==> src/rtl/mux_select_register_bank.sv <==
// Registered mux bank: 1-bit and 8-bit 2:1 paths plus a 16-bit 16:1 result select,
// each built from the shared combinational mux primitives and captured on enable.

module mux_2 (
    input  logic selector,
    input  logic i0,
    input  logic i1,
    output logic out
);
    assign out = selector ? i1 : i0;
endmodule

module mux_2_eight_bits (
    input  logic       selector,
    input  logic [7:0] i0,
    input  logic [7:0] i1,
    output logic [7:0] out
);
    for (genvar b = 0; b < 8; b++) begin : g_bit
        mux_2 u_mux (.selector(selector), .i0(i0[b]), .i1(i1[b]), .out(out[b]));
    end
endmodule

module mux_2_sixteen_bits (
    input  logic        selector,
    input  logic [15:0] i0,
    input  logic [15:0] i1,
    output logic [15:0] out
);
    mux_2_eight_bits u_hi (.selector(selector), .i0(i0[15:8]), .i1(i1[15:8]), .out(out[15:8]));
    mux_2_eight_bits u_lo (.selector(selector), .i0(i0[7:0]),  .i1(i1[7:0]),  .out(out[7:0]));
endmodule

module mux_4_sixteen_bits (
    input  logic [1:0]  selectors,
    input  logic [15:0] i0,
    input  logic [15:0] i1,
    input  logic [15:0] i2,
    input  logic [15:0] i3,
    output logic [15:0] out
);
    logic [15:0] lo;
    logic [15:0] hi;

    mux_2_sixteen_bits u_lo  (.selector(selectors[0]), .i0(i0), .i1(i1), .out(lo));
    mux_2_sixteen_bits u_hi  (.selector(selectors[0]), .i0(i2), .i1(i3), .out(hi));
    mux_2_sixteen_bits u_fin (.selector(selectors[1]), .i0(lo), .i1(hi), .out(out));
endmodule

module mux_8_sixteen_bits (
    input  logic [2:0]  selectors,
    input  logic [15:0] i0,
    input  logic [15:0] i1,
    input  logic [15:0] i2,
    input  logic [15:0] i3,
    input  logic [15:0] i4,
    input  logic [15:0] i5,
    input  logic [15:0] i6,
    input  logic [15:0] i7,
    output logic [15:0] out
);
    logic [15:0] lo;
    logic [15:0] hi;

    mux_4_sixteen_bits u_lo (.selectors(selectors[1:0]), .i0(i0), .i1(i1), .i2(i2), .i3(i3), .out(lo));
    mux_4_sixteen_bits u_hi (.selectors(selectors[1:0]), .i0(i4), .i1(i5), .i2(i6), .i3(i7), .out(hi));
    mux_2_sixteen_bits u_fin (.selector(selectors[2]), .i0(lo), .i1(hi), .out(out));
endmodule

module mux_16_sixteen_bits (
    input  logic [3:0]  selectors,
    input  logic [15:0] i0,
    input  logic [15:0] i1,
    input  logic [15:0] i2,
    input  logic [15:0] i3,
    input  logic [15:0] i4,
    input  logic [15:0] i5,
    input  logic [15:0] i6,
    input  logic [15:0] i7,
    input  logic [15:0] i8,
    input  logic [15:0] i9,
    input  logic [15:0] i10,
    input  logic [15:0] i11,
    input  logic [15:0] i12,
    input  logic [15:0] i13,
    input  logic [15:0] i14,
    input  logic [15:0] i15,
    output logic [15:0] out
);
    logic [15:0] lo;
    logic [15:0] hi;

    mux_8_sixteen_bits u_lo (.selectors(selectors[2:0]), .i0(i0), .i1(i1), .i2(i2), .i3(i3),
                             .i4(i4), .i5(i5), .i6(i6), .i7(i7), .out(lo));
    mux_8_sixteen_bits u_hi (.selectors(selectors[2:0]), .i0(i8), .i1(i9), .i2(i10), .i3(i11),
                             .i4(i12), .i5(i13), .i6(i14), .i7(i15), .out(hi));
    mux_2_sixteen_bits u_fin (.selector(selectors[3]), .i0(lo), .i1(hi), .out(out));
endmodule

module mux_select_register_bank (
    input  logic        clk,
    input  logic        reset,
    input  logic        en,
    input  logic        selector,
    input  logic        i0_1,
    input  logic        i1_1,
    input  logic [7:0]  i0_8,
    input  logic [7:0]  i1_8,
    input  logic [15:0] i0_16,
    input  logic [15:0] i1_16,
    input  logic [15:0] i2_16,
    input  logic [15:0] i3_16,
    input  logic [15:0] i4_16,
    input  logic [15:0] i5_16,
    input  logic [15:0] i6_16,
    input  logic [15:0] i7_16,
    input  logic [15:0] i8_16,
    input  logic [15:0] i9_16,
    input  logic [15:0] i10_16,
    input  logic [15:0] i11_16,
    input  logic [15:0] i12_16,
    input  logic [15:0] i13_16,
    input  logic [15:0] i14_16,
    input  logic [15:0] i15_16,
    input  logic [3:0]  selectors,
    output logic        out_1,
    output logic [7:0]  out_8,
    output logic [15:0] out_16
);
    logic        out_1_d,  out_1_q;
    logic [7:0]  out_8_d,  out_8_q;
    logic [15:0] out_16_d, out_16_q;

    mux_2 u_mux_1 (.selector(selector), .i0(i0_1), .i1(i1_1), .out(out_1_d));

    mux_2_eight_bits u_mux_8 (.selector(selector), .i0(i0_8), .i1(i1_8), .out(out_8_d));

    mux_16_sixteen_bits u_mux_16 (
        .selectors(selectors),
        .i0(i0_16),   .i1(i1_16),   .i2(i2_16),   .i3(i3_16),
        .i4(i4_16),   .i5(i5_16),   .i6(i6_16),   .i7(i7_16),
        .i8(i8_16),   .i9(i9_16),   .i10(i10_16), .i11(i11_16),
        .i12(i12_16), .i13(i13_16), .i14(i14_16), .i15(i15_16),
        .out(out_16_d)
    );

    // Reset wins over enable; all three paths load together.
    always_ff @(posedge clk) begin
        if (reset) begin
            out_1_q  <= 1'b0;
            out_8_q  <= 8'h00;
            out_16_q <= 16'h0000;
        end else if (en) begin
            out_1_q  <= out_1_d;
            out_8_q  <= out_8_d;
            out_16_q <= out_16_d;
        end
    end

    assign out_1  = out_1_q;
    assign out_8  = out_8_q;
    assign out_16 = out_16_q;
endmodule

==> config.mk <==
export PLATFORM = sky130hd
export DESIGN_NAME = mux_select_register_bank
export DESIGN_NICKNAME = d
export VERILOG_FILES = /design/src/rtl/mux_select_register_bank.sv
export SDC_FILE = /design/constraint.sdc
export NUM_CORES = 1
export LEC_CHECK = 0
export CORE_AREA = 3 3 118 120
export DETAILED_ROUTE_END_ITERATION = 7
export DIE_AREA = 0 0 121 123
export PLACE_DENSITY = 0.77
export SLEW_MARGIN = 5
export SYNTH_ARGS = -nofsm -noshare
export SYNTH_HDL_FRONTEND = slang
export SYNTH_SLANG_ARGS = --single-unit
export TNS_END_PERCENT = 50
==> constraint.sdc <==
create_clock -name clk -period 2.09 [get_ports clk]
set_input_delay 0.3135 -clock clk [delete_from_list [all_inputs] [get_ports clk]]
set_output_delay 0.3135 -clock clk [all_outputs]
set_load 0.02 [all_outputs]
==> summary.md, run 1 <==
| Metric | Value |
|---|---|
| Minimum clock period | 1.607 ns |
| Unique masters post-synth | 19 |
| Max Fclk | 622.2 MHz |
| Starting Density | 0.2401 |
| H-tree levels | 1 |
| Vias/cell | 4.859 |
| Total track usage | 0.2066 |
| Post-CTS Resized | 0 |
| Syn_area_per_cell | 8.561 µm² |
| Setup Viol. Count Final | 0 |
| Residual DRC count | 0 |
| Crit path capture type | flop |
| CP most frequent cell | nand3_1 |
| Setup tns final | 0 ns |
| CTS Hold Bufs | 0 |
| Antenna violations before repair | 0 |
| Largest net degree at the start of global routing | 37 |
| Clock sinks | 25 |
| HP Class | reg2reg |
| I/O Pins | 307 |
| Number of routed nets with antenna violations | 0 |
| Crit-path cells | clkdlybuf4s50_1 -> nor2b_2 -> buf_12 -> a22oi_1 -> nand3_1 -> nand3_1 |
| Reg clk slew, reported paths | 0.08 ns |
| Seq cells post-synth | 25 |
| N_diodes | 0 |
| Routed WL | 16720 µm |
| Worst slew pin tran | 0.7389 ns |
| Max Cap Viol | 0 |
| Critical Path RT | 2.30 ns |
| Static leakage | 0.002683 µW |
| Vias | ~4000 |
| Max FO, Critical Path | 32 |
| Clk_skew | 0 ns |
| Routed WL per cell | around 20 µm |
| Die Area | ~15000 µm² |
| Worst path arrival time | 1.81 ns |
| Cell area after placement | 6361 µm² |
| Fin nets | 946 |
| Initial DRC count | 230 |
| Outcome | complete, no violations |
| Yosys top cell area share | 0.4365 |
| Design Area, Final | 6445 µm² |
| RSZ-0062 raised after global routing | false |
| Power density cells | between 300 and 400 nW/µm² |
| Clock Tree Buf Depth | 2 |
| Slew Viols, Final | 0 |
| Synth-to-Final Area Change | 105.1% |
| Top-count cell post-synth | mux2i_1 |
| Die Ht | 123 µm |
| Seq/Total Area, Yosys | 0.1593 |
| Fin. Hold Viols | 0 |
| Grt total ovfl | 0 |
| CTS tree | built |
| Cells after Synth | 367 |
| Warnings, synthesis | 0 |
| Slowest stage delay, CP | between 0.4 and 0.5 ns |
| Post-CTS setup buffers | 0 |
| Slew headroom | 0.5069 |
| Root buffer cell | clkbuf_16 |
| Critical Path Source Type | input port |
| Number of enable flip-flop cells after synthesis | 0 |
| Hold WS | 0.4561 ns |
| Leading post-synthesis cells by cell area | mux2i_1 (44%), dfxtp_1 (16%), a22oi_1 (11%) |
| GP Congestion | 0.8341 |
| CP max stage cell | clkdlybuf4s50_1 |
| VDD IR max | about 330 µV |
| Cell Rows | 42 |
| Post-synth top area cell | mux2i_1 |
| Post-Syn Nets | about 650 |
| First-pass GRT wire length | 23690 µm |
| Synthesized cell area | 3142 µm² |
| Post-synth top cells | mux2i_1 (137), a22oi_1 (48), nand3_1 (48), nand2_1 (32), dfxtp_1 (25) |
| DP HPWL | around 14000 µm |
| DRT Pass-1 Iters | 4 |
| Core Footprint | 13090 µm² |
| Filler cells | roughly 1200 |
| Input/output buffers | 306 |
| Chip width | 121 µm |
| Ys async rst share | 0 |
| Fraction of layout cells with a size suffix above 1 | 0.04827 |
| Num CTS Buffers | 3 |
| Vias in the first global route | 4329 |
| Final period utilization | 0.7690 |
| Clock Latency Late Sink | 0.26 ns |
| Main synth FF type | dfxtp_1 |
| Crit path kind | in2reg |
[path summary, 6_finish.rpt]
| path | start | endpoint | slack, ns | cells after the start |
|---|---|---|---|---|
| setup / recovery | selectors[1] | out_16[14] | 0.48 | 6 |
| hold / removal | out_16[9] | out_16[9] | 0.46 | 2 |
| setup reg to reg | out_8[5] | out_8[5] | 1.33 | 2 |
| hold reg to reg | out_16[9] | out_16[9] | 0.46 | 2 |
[state kept, by name (all words and copies together) (netlist names)]
register and flops:
out_1 1, out_8 8, out_16 16
[worst max-delay path, delay by kind of cell]
kind | cells | cell delay, ns
AOI/OAI and AO/OA | 1 | 0.28
buffers and inverters | 2 | 0.64
and+or+nand+nor | 3 | 0.56
[per-stage QoR]
step	instances	setup slack, ns	util	total power [µW]
floorplan	367	0.9152	-	1020
global placement	835	0.1906	0.4861	1750
detailed placement	835	0.2040	0.4861	1761
CTS	839	0.4743	0.4925	2229
global route	839	0.4055	0.4925	2320
finish	839	0.4828	0.4925	2208
[final cells by class]
type / count / area (µm²) / share of cell area
Tap cell: 176 / 220.2 / 0.03417
Multi-Input combinational cell: 306 / 2336 / 0.3625
Sequential cell: 25 / 500.5 / 0.07765
Timing Repair Buffer: 328 / 3304 / 0.5127
Clock buffer: 3 / 75.07 / 0.01165
Clock inverter: 1 / 8.758 / 0.001359
[cells in the final DEF, fill, tap and decap left out]
cell | synthesis | final
clkdlybuf4s50_1 | 0 | 305
mux2i_1 | 137 | 137
a22oi_1 | 48 | 48
nand3_1 | 48 | 48
nand2_1 | 32 | 32
dfxtp_1 | 25 | 25
a21oi_1 | 16 | 16
buf_4 | 1 | 16
nor2_1 | 10 | 9
a211oi_1 | 9 | 9
buf_12 | 5 | 6
clkbuf_16 | 0 | 3
nor2_2 | 1 | 2
nor2b_2 | 0 | 2
nor3b_4 | 1 | 1
and2_1 | 1 | 1
nand3b_1 | 1 | 1
inv_6 | 0 | 1
buf_6 | 4 | 1
[cells by family after synthesis]
group / share of synthesized area
compound gates: 0.1617
simple gates: 0.1430
mux: 0.4365
flops: 0.1593
buf+inv: 0.09957
[layer usage]
metal	global-route usage	vias to the layer above	part of all wire
met5	0	-	0
met4	0.04533	0	0.018
met3	0.04117	18	0.079
met2	0.3918	197	0.52
met1	0.2387	1871	0.38
li1	-	1991	-
[power by group]
part           internal, µW  switching (µW)
Clock                   265             196
Sequential              520            25.9
Combinational           757             445
No activity file was read; power rests on OpenSTA's default activity.
==> run 2: changes to the inputs <==
--- a/config.mk
+++ b/config.mk
@@ -5,10 +5,11 @@
 export SDC_FILE = /design/constraint.sdc
 export NUM_CORES = 1
 export LEC_CHECK = 0
-export CORE_AREA = 3 3 118 120
+export CORE_ASPECT_RATIO = 0.5
+export CORE_MARGIN = 3
+export CORE_UTILIZATION = 31
 export DETAILED_ROUTE_END_ITERATION = 7
-export DIE_AREA = 0 0 121 123
-export PLACE_DENSITY = 0.77
+export PLACE_DENSITY = 0.94
 export SLEW_MARGIN = 5
 export SYNTH_ARGS = -nofsm -noshare
 export SYNTH_HDL_FRONTEND = slang
==> constraint.sdc (replaced) <==
create_clock -name clk -period 1.6 [get_ports clk]
set_input_delay 0.24 -clock clk [delete_from_list [all_inputs] [get_ports clk]]
set_output_delay 0.24 -clock clk [all_outputs]
set_load 0.02 [all_outputs]
==> run 2 against run 1 <==
Net effect: final area rose by 1.4%; core utilization increased by 18 points; clock-buffer cell count unchanged; first-iteration DRC count rose by 94%; final cell count fell by 3.3%; clock skew unchanged; non-clock buffer count grew 13; clock power is 24% higher; via count is 6.1% higher; sequential power up 31%; critical endpoint is now out_16[12]; largest cell class unchanged; largest power group unchanged.
==> summary.md, run 2 (synthesis gave the netlist of run 1 again) <==
| Metric | Value |
|---|---|
| Commonest non-fill, non-tap cell in the layout | clkdlybuf4s50_1 (unchanged) |
| Clock Tree Buf Depth | 2 (unchanged) |
| Slowest stage delay, CP | 0.66 ns (was 0.47 ns) |
| Clk_skew | 0 ns (unchanged) |
| Minimum clock period | roughly 1.5 ns |
| Design Area, Final | 6536 µm² (was 6445 µm²) |
| Synth-to-Final Area Change | 108.0% (was 105.1%) |
| I/O Pins | 307 (unchanged) |
| Critical Path Source Type | flop (was input port) |
| Crit path capture type | output pin (was flop) |
| Post-CTS setup buffers | 0 (unchanged) |
| H-tree levels | 1 (unchanged) |
| RSZ-0062 raised after global routing | false (unchanged) |
| Static leakage | 0.002769 µW (was 0.002683 µW) |
| Vias/cell | 5.335 (was 4.859) |
| Max Cap Viol | 0 (unchanged) |
| Die Ht | 77.19 µm (was 123 µm) |
| Clock Latency Late Sink | 0.26 ns (about the same) |
| Vias in the first global route | 4423 (was 4329) |
| Filler cells | 752 (was 1187) |
| Chip width | 148.4 µm (was 121 µm) |
| Residual DRC count | 0 (unchanged) |
| CTS tree | built (unchanged) |
| Routed WL per cell | 22.42 µm (was 19.93 µm) |
| Crit-path cells | clkdlybuf4s50_1 (was clkdlybuf4s50_1 -> nor2b_2 -> buf_12 -> a22oi_1 -> nand3_1 -> nand3_1) |
| N_diodes | 0 (unchanged) |
| Starting Density | 0.3250 (was 0.2401) |
| Most frequent cells in the layout | clkdlybuf4s50_1 (304), mux2i_1 (137), a22oi_1 (48), nand3_1 (48), nand2_1 (32) (was clkdlybuf4s50_1 (305), mux2i_1 (137), a22oi_1 (48), nand3_1 (48), nand2_1 (32)) |
| Root buffer cell | clkbuf_16 (unchanged) |
| Power density cells | 451.0 nW/µm² (was 342.6 nW/µm²) |
| Core Footprint | 9666 µm² (was 13090 µm²) |
| Fraction of layout cells with a size suffix above 1 | 0.06657 (was 0.04827) |
| DRT Pass-1 Iters | 5 (was 4) |
| Max FO, Critical Path | 2 (was 32) |
| Initial DRC count | 447 (was 230) |
| Input/output buffers | 306 (unchanged) |
| First-pass GRT wire length | 26140 µm (was 23690 µm) |
| Setup tns final | 0 ns (unchanged) |
| Footprint of the multi-input gates | 2336 µm² (unchanged) |
| Number of routed nets with antenna violations | 0 (unchanged) |
| Final period utilization | 0.9635 |
| Antenna violations before repair | 1 (was 0) |
| GP Congestion | 0.9766 (was 0.8341) |
| Critical Path RT | 1.36 ns (was 2.30 ns) |
| Worst path arrival time | 1.30 ns (was 1.81 ns) |
| CP max stage cell | clkdlybuf4s50_1 (unchanged) |
| Cell area after placement | 6457 µm² (was 6361 µm²) |
| Grt total ovfl | 0 (unchanged) |
| Max reg flops | 16 (unchanged) |
| Routed WL | 18180 µm (was 16720 µm) |
| Clock sinks | 25 (unchanged) |
| Largest net degree at the start of global routing | 33 (was 37) |
| Cell Rows | 25 (was 42) |
| Slew Viols, Final | 0 (unchanged) |
| Reg clk slew, reported paths | 0.07 ns (was 0.08 ns) |
| Max Fclk | between 600 and 700 MHz |
| Worst Path Buf+Inv | 1 (was 2) |
| Crit-path leading delay family | buffers and inverters (unchanged) |
| HP Class | reg2reg (unchanged) |
| Fin nets | 959 (was 946) |
| Outcome | complete, no violations (unchanged) |
| Reg area | 500.5 µm² (unchanged) |
| Die Area | 11450 µm² (was 14880 µm²) |
| Worst slew pin tran | 0.7036 ns (was 0.7389 ns) |
| Vias | 4327 (was 4077) |
| DP HPWL | 15630 µm (was 14120 µm) |
| VDD IR max | 440.2 µV (was 332.6 µV) |
| Fin. Hold Viols | 0 (unchanged) |
| Setup Viol. Count Final | 0 (unchanged) |
| Slew headroom | 0.5305 (was 0.5069) |
| Crit path kind | reg2out (was in2reg) |
| Num CTS Buffers | 3 (unchanged) |
| Total track usage | 0.3015 (was 0.2066) |
## run 2: changes by cell type in the layout (fill, tap and decap cells not counted), sizes merged
cell | before | now
inv | 1 | 0
dlygate4sd2 | 0 | 1
buf | 23 | 36
clkinv | 0 | 1
clkdlybuf4s50 | 305 | 304
## run 2: what timing repair did
item,4_1_cts,5_1_grt
endpoints found under the setup margin,1,0
hold buffers,0,0
gates resized for setup,1,0
## run 2: path summary, 6_finish.rpt
path | from | endpoint | slack (ns) | cells after the start
hold / removal | out_16[7] | out_16[7] | 0.46 | 2
setup reg to reg | out_8[6] | out_8[6] | 0.86 | 2
hold reg to reg | out_16[7] | out_16[7] | 0.46 | 2
setup / recovery | out_16[12] | out_16[12] | 0.06 | 1
## run 2: through the flow
stage | cells | total power (µW) | hold WS, ns | utilization | setup slack [ns]
after global routing | 811 | 3072 | 0.4939 | 0.6762 | 0.02084
after global placement | 807 | 2332 | 0.4344 | 0.6681 | -0.1034
final | 811 | 2948 | 0.4596 | 0.6762 | 0.05832
after detailed placement | 807 | 2360 | 0.4384 | 0.6681 | -0.1587
after floorplan | 367 | 1332 | 0.4479 | - | 0.4987
after CTS | 811 | 2935 | 0.4589 | 0.6762 | 0.07589
## run 2: routing by layer
layer  global-route usage  part of all wire  vias up
met2               0.5257              0.50      218
met4              0.07650             0.027        0
met3              0.07320             0.083       40
li1                     -                 -     2017
met1               0.3738              0.39     2052
met5                    0                 0        -
## run 2: where the power goes
group	leakage, µW	switching [µW]	internal (µW)
sequential	0.000207	36.7	679
clock	0.0000409	236	337
combinational	0.00252	635	1020
total	0.00277	908	2040
## run 2: final cells by class
type                    count  share of cell area
multi-input cells         306              0.3574
flip-flops and latches     25             0.07657
clock inverters             1           0.0007657
well taps                 135             0.02584
repair buffers            341              0.5279
clock buffers               3             0.01149
